==> src/rtl/flag_cond_if.sv <==
// Flag/condition/stack bundle between the ALU, the flag unit and the
// branch sequencer.
interface flag_cond_if;
   logic       flag_we;
   logic       CF_in;
   logic       OF_in;
   logic       ZF_in;
   logic       SF_in;
   logic       PF_in;
   logic       cond_req;
   logic [3:0] cond_code;
   logic       taken;
   logic       taken_valid;
   logic [4:0] flags_out;
   logic       push;
   logic       pop;
   logic       stack_empty;
   logic       stack_full;
   logic       stack_err;

   modport master (
      output flag_we, CF_in, OF_in, ZF_in, SF_in, PF_in,
      output cond_req, cond_code, push, pop,
      input  taken, taken_valid, flags_out,
      input  stack_empty, stack_full, stack_err
   );

   modport slave (
      input  flag_we, CF_in, OF_in, ZF_in, SF_in, PF_in,
      input  cond_req, cond_code, push, pop,
      output taken, taken_valid, flags_out,
      output stack_empty, stack_full, stack_err
   );
endinterface

==> src/rtl/flag_cond_unit.sv <==
// Flag register, x86 condition evaluator and push/pop flag stack.
// Define FLAG_COND_BYPASS_EN to evaluate conditions on same-cycle incoming flags.
module flag_cond_unit #(
   parameter int STACK_DEPTH = 4
) (
   input logic       clk,
   input logic       rst,
   flag_cond_if.slave bus
);
   localparam int AW = $clog2(STACK_DEPTH);
   localparam logic [AW:0] DEPTH_C = STACK_DEPTH[AW:0];

   localparam logic [1:0] ST_EMPTY = 2'd0;
   localparam logic [1:0] ST_PART  = 2'd1;
   localparam logic [1:0] ST_FULL  = 2'd2;

   logic [1:0]  state, state_nx;
   logic [AW:0] count, count_nx, count_m1;
   logic [4:0]  flags;
   logic [4:0]  stack [STACK_DEPTH];
   logic [4:0]  flags_in, eval_src;
   logic        taken, taken_valid, err;
   logic        push_ok, pop_ok, err_nx, cond_res;

   assign flags_in = {bus.CF_in, bus.OF_in, bus.ZF_in,
                      bus.SF_in, bus.PF_in};
   assign count_m1 = count - 1'b1;

   assign push_ok = bus.push & ~bus.pop & (state != ST_FULL);
   assign pop_ok  = bus.pop & ~bus.push & (state != ST_EMPTY);
   assign err_nx  = (bus.push & bus.pop)
                  | (bus.push & ~bus.pop & (state == ST_FULL))
                  | (bus.pop & ~bus.push & (state == ST_EMPTY));

`ifdef FLAG_COND_BYPASS_EN
   assign eval_src = (bus.flag_we & ~pop_ok) ? flags_in : flags;
`else
   assign eval_src = flags;
`endif

   // eval_src layout: {CF,OF,ZF,SF,PF}
   always_comb begin
      cond_res = 1'b0;
      unique case (bus.cond_code)
         4'h0: cond_res =  eval_src[3];
         4'h1: cond_res = ~eval_src[3];
         4'h2: cond_res =  eval_src[4];
         4'h3: cond_res = ~eval_src[4];
         4'h4: cond_res =  eval_src[2];
         4'h5: cond_res = ~eval_src[2];
         4'h6: cond_res =  (eval_src[4] | eval_src[2]);
         4'h7: cond_res = ~(eval_src[4] | eval_src[2]);
         4'h8: cond_res =  eval_src[1];
         4'h9: cond_res = ~eval_src[1];
         4'hA: cond_res =  eval_src[0];
         4'hB: cond_res = ~eval_src[0];
         4'hC: cond_res =  (eval_src[1] ^ eval_src[3]);
         4'hD: cond_res = ~(eval_src[1] ^ eval_src[3]);
         4'hE: cond_res =  (eval_src[2] | (eval_src[1] ^ eval_src[3]));
         4'hF: cond_res = ~(eval_src[2] | (eval_src[1] ^ eval_src[3]));
         default: cond_res = 1'b0;
      endcase
   end

   always_comb begin
      count_nx = count;
      if (push_ok)
         count_nx = count + 1'b1;
      else if (pop_ok)
         count_nx = count_m1;
      if (count_nx == '0)
         state_nx = ST_EMPTY;
      else if (count_nx == DEPTH_C)
         state_nx = ST_FULL;
      else
         state_nx = ST_PART;
   end

   always_ff @(posedge clk) begin
      if (rst) begin
         state       <= ST_EMPTY;
         count       <= '0;
         flags       <= '0;
         taken       <= 1'b0;
         taken_valid <= 1'b0;
         err         <= 1'b0;
      end else begin
         state       <= state_nx;
         count       <= count_nx;
         taken_valid <= bus.cond_req;
         err         <= err_nx;
         if (bus.cond_req)
            taken <= cond_res;
         // a legal pop wins over a same-cycle flag load
         if (pop_ok)
            flags <= stack[count_m1[AW-1:0]];
         else if (bus.flag_we)
            flags <= flags_in;
      end
   end

   always_ff @(posedge clk) begin
      if (!rst && push_ok)
         stack[count[AW-1:0]] <= flags;
   end

   assign bus.flags_out   = flags;
   assign bus.taken       = taken;
   assign bus.taken_valid = taken_valid;
   assign bus.stack_err   = err;
   assign bus.stack_empty = (state == ST_EMPTY);
   assign bus.stack_full  = (state == ST_FULL);
endmodule

==> src/flat_wrapper.sv <==
// flat-port wrapper written by rule: the top's interface ports become plain ports
module flag_cond_unit_flat 
#(
   parameter int STACK_DEPTH = 4
)
  (clk, rst, bus_flag_we, bus_CF_in, bus_OF_in, bus_ZF_in, bus_SF_in, bus_PF_in, bus_cond_req, bus_cond_code, bus_push, bus_pop, bus_taken, bus_taken_valid, bus_flags_out, bus_stack_empty, bus_stack_full, bus_stack_err);
  flag_cond_if bus_i ();
  input logic clk;
  input logic rst;
  input wire logic [$bits(bus_i.flag_we)-1:0] bus_flag_we;
  input wire logic [$bits(bus_i.CF_in)-1:0] bus_CF_in;
  input wire logic [$bits(bus_i.OF_in)-1:0] bus_OF_in;
  input wire logic [$bits(bus_i.ZF_in)-1:0] bus_ZF_in;
  input wire logic [$bits(bus_i.SF_in)-1:0] bus_SF_in;
  input wire logic [$bits(bus_i.PF_in)-1:0] bus_PF_in;
  input wire logic [$bits(bus_i.cond_req)-1:0] bus_cond_req;
  input wire logic [$bits(bus_i.cond_code)-1:0] bus_cond_code;
  input wire logic [$bits(bus_i.push)-1:0] bus_push;
  input wire logic [$bits(bus_i.pop)-1:0] bus_pop;
  output wire logic [$bits(bus_i.taken)-1:0] bus_taken;
  output wire logic [$bits(bus_i.taken_valid)-1:0] bus_taken_valid;
  output wire logic [$bits(bus_i.flags_out)-1:0] bus_flags_out;
  output wire logic [$bits(bus_i.stack_empty)-1:0] bus_stack_empty;
  output wire logic [$bits(bus_i.stack_full)-1:0] bus_stack_full;
  output wire logic [$bits(bus_i.stack_err)-1:0] bus_stack_err;
  assign bus_i.flag_we = bus_flag_we;
  assign bus_i.CF_in = bus_CF_in;
  assign bus_i.OF_in = bus_OF_in;
  assign bus_i.ZF_in = bus_ZF_in;
  assign bus_i.SF_in = bus_SF_in;
  assign bus_i.PF_in = bus_PF_in;
  assign bus_i.cond_req = bus_cond_req;
  assign bus_i.cond_code = bus_cond_code;
  assign bus_i.push = bus_push;
  assign bus_i.pop = bus_pop;
  assign bus_taken = bus_i.taken;
  assign bus_taken_valid = bus_i.taken_valid;
  assign bus_flags_out = bus_i.flags_out;
  assign bus_stack_empty = bus_i.stack_empty;
  assign bus_stack_full = bus_i.stack_full;
  assign bus_stack_err = bus_i.stack_err;
  flag_cond_unit #(.STACK_DEPTH(STACK_DEPTH)) u_core (.clk(clk), .rst(rst), .bus(bus_i));
endmodule
==> config.mk <==
export PLATFORM = sky130hd
export DESIGN_NAME = flag_cond_unit_flat
export DESIGN_NICKNAME = d
export VERILOG_FILES = /design/src/rtl/flag_cond_if.sv /design/src/rtl/flag_cond_unit.sv /design/src/flat_wrapper.sv
export SDC_FILE = /design/constraint.sdc
export NUM_CORES = 1
export LEC_CHECK = 0
export CORE_MARGIN = 2
export CORE_UTILIZATION = 55
export DETAILED_ROUTE_END_ITERATION = 10
export PLACE_DENSITY = 0.8
export SYNTH_ARGS = -nofsm -noshare
export SYNTH_HDL_FRONTEND = slang
export SYNTH_SLANG_ARGS = --single-unit
==> constraint.sdc <==
create_clock -name clk -period 5.99 [get_ports clk]
set_clock_uncertainty 0.15 [all_clocks]
set_input_delay 0.8985 -clock clk [delete_from_list [all_inputs] [get_ports clk]]
set_output_delay 0.8985 -clock clk [all_outputs]
set_load 0.01 [all_outputs]
==> run_results.csv <==
group,metric,value,unit
placed_design,placed_cells,167,
detailed_routing,drtIter0Drc,30,
detailed_routing,final_antenna_net_count,0,
outcome,status,"finished clean",
finish,stdcell_count,175,
clock_network,cts_tree,"done",
finish,num_antenna_cells,0,
yosys,synth_area,1540,µm²
grt,grt_first_pass_wirelength,4.92,mm
sta,final.setup.tns,0,ps
sta,finalCriticalPeriod,2550,ps
detailed_routing,dr.pass1.iters,4,
finish,layout-drive-gt1-share,11.1,%
die,dieArea,3230,µm²
grt,grt_start_max_net_pins,15,
sta,worst_pin_slew,558,ps
finish,syn_to_final_growth,21.7,%
power_and_ir_drop,p_switching,0.000140,W
die,placementRows,19,
die,die_x,56.9,µm
grt,antenna_found_initial,0,
critical_path,cpPeakStageDelay,610,ps
finish,nFillCells,212,
critical_path,worstSetupPathType,"flip-flop to primary output",
power_and_ir_drop,peakVddDrop,0.217,mV
critical_path,crit_path_end_kind,"primary output",
power_and_ir_drop,p_sw_share,25.9,%
yosys,synth_top_cell_area_share,39.1,%
sta,fmax,392,MHz
clock_network,post-cts-setup-buffers,0,
grt,track_usage,21.4,%
clock_network,root_buffer,"clkbuf_4",
power_and_ir_drop,p_clk_share,29.6,%
flow_run,max_cap_violations,0,
power_and_ir_drop,p_total,0.000542,W
clock_network,clkTransAtPathRegs,100,ps
yosys,synth_cells,117,
sta,rsz0062_at_grt,"no",
yosys,synth_area_leader_cell,"edfxtp_1",
yosys,ys_async_sr_fraction,0,%
critical_path,cp_cell_sequence,"clkdlybuf4s50_1",
die,io_pins,25,
power_and_ir_drop,comb_power_share,19.8,%
yosys,synth_fp_nets,136,
yosys,ys_seq_area_share,56.0,%
detailed_routing,drc,0,
yosys,yosysWarnings,0,
detailed_routing,via_count,1048,
placed_design,gp_congestion,0.861,
detailed_routing,drt-wirelength-per-cell,17.8,µm
yosys,synth_edf_count,20,
yosys,synth_area_per_cell,13.1,µm²
clock_network,cts_max_level,2,
yosys,yosysUniqueCellTypes,39,
power_and_ir_drop,p_leak,0.680,nW
clock_network,insertion_delay,330,ps
critical_path,startpoint_type,"flip-flop",
sta,max_slew_margin,62.7,%
yosys,yosys-top-cells-area,"edfxtp_1 39%, dfxtp_1 17%, mux4_2 7.3%",
power_and_ir_drop,power_density,290,nW/µm²
clock_network,ctsResizeCount,0,
finish,final_common_cell,"clkdlybuf4s50_1",
finish,most-common-layout-cells,"24 x clkdlybuf4s50_1, 20 x edfxtp_1, 13 x dfxtp_1",
finish,fin_nets,162,
detailed_routing,viasPerCell,5.99,
clock_network,numCtsBuffers,5,
sta,hold_viol,0,
critical_path,path_buf_inv,1,
power_and_ir_drop,pwr-share-seq,50.6,%
sta,slew_violations,0,
detailed_routing,wl,3.11,mm
placed_design,hpwl,2.27,mm
clock_network,cts_buffer_depth,2,
placed_design,port_buffers,24,
sta,finalSetupViolCount,0,
critical_path,critPathMaxFanout,8,
power_and_ir_drop,cellInternalPower,0.000402,W
critical_path,worstPathRequired,4940,ps
yosys,ys_ff_latch,33,
min_path,hold_path_class,"flip-flop to flip-flop",
sta,finalCritPeriodShare,42.6,%
yosys,synth_flop_cell,"edfxtp_1",
die,core,2710,µm²
grt,grt_pass1_vias,976,
clock_network,ctsHoldBuffers,0,
die,die_y,56.9,µm
critical_path,crit_slowest_cell,"clkdlybuf4s50_1",
critical_path,cp_top_family,"buffers and inverters",
critical_path,worstPathArrival,1500,ps
clock_network,clock-sinks,33,
grt,globalRouteOverflowTotal,0,
die,initial_core_util,56.7,%
per-stage QoR:
stage	util [%]	hold slack (ps)	worst slack, ps	area [µm²]
floorplan	-	384	3910	1540
global placement	66.2	406	3210	1790
detailed placement	66.2	428	3110	1790
CTS	69.0	441	3430	1870
global route	69.0	452	3340	1870
finish	69.0	445	3440	1870
metal layers:
| layer | global-route usage (%) | vias to the layer above | share of wire [%] |
|---|---|---|---|
| li1 | - | 495 | - |
| met1 | 24.7 | 514 | 43 |
| met2 | 35.5 | 33 | 50 |
| met3 | 8.29 | 6 | 5.3 |
| met4 | 8.97 | 0 | 1.6 |
| met5 | 0 | - | 0 |
state kept, by name, indices dropped and copies added (netlist names):
register                flops
u_core.bus.taken_valid      1
u_core.state                2
u_core.stack               20
u_core.bus.taken            1
u_core.count                3
u_core.bus.flags_out        5
u_core.bus.stack_err        1
path summary, 6_finish.rpt:
check,cells past startpoint,slack [ps],to,startpoint
min,0,450,u_core.stack[1][2],u_core.bus.flags_out[2]
min reg2reg,0,450,u_core.stack[1][2],u_core.bus.flags_out[2]
max reg2reg,6,3720,u_core.state[0],u_core.count[0]
max,1,3440,bus_flags_out[1],u_core.bus.flags_out[1]
area by class of cell:
type | instances | area (µm²) | area share, %
Tap cell | 31 | 38.8 | 2.07
Inverter | 5 | 18.8 | 1.00
Multi-Input combinational cell | 74 | 636 | 34.0
Timing Repair Buffer | 24 | 240 | 12.9
Sequential cell | 33 | 861 | 46.1
Clock buffer | 6 | 41.3 | 2.21
Clock inverter | 2 | 33.8 | 1.81
power groups by stage:
stage / Clock, W / Sequential, W / Combinational (W)
after global routing: 0.000170 / 0.000277 / 0.000117
final: 0.000160 / 0.000274 / 0.000108
after global placement: 0 / 0.000279 / 0.000104
after detailed placement: 0 / 0.000279 / 0.000107
after floorplan: 0 / 0.000274 / 0.0000693
after CTS: 0.000161 / 0.000274 / 0.000108
cell usage after synthesis (all sizes together), types with 3 or more instances:
cell	number
edfxtp	20
dfxtp	13
nor2	8
a211oi	6
mux2i	6
inv	5
mux4	5
and2	4
ha	4
nor2b	4
nor3	4
and3b	3
buf	3
nand2	3
o21ai	3
cell families after synthesis:
kind of cell | share of synthesized area, %
AOI/OAI and AO/OA | 9.93
and+or+nand+nor | 15.2
muxes | 11.2
DFF | 56.0
adders and majority gates | 3.26
xor gates and xnor gates | 1.71
buffers and inverters | 2.61
Note: power is estimated with default switching activity, not from simulation.
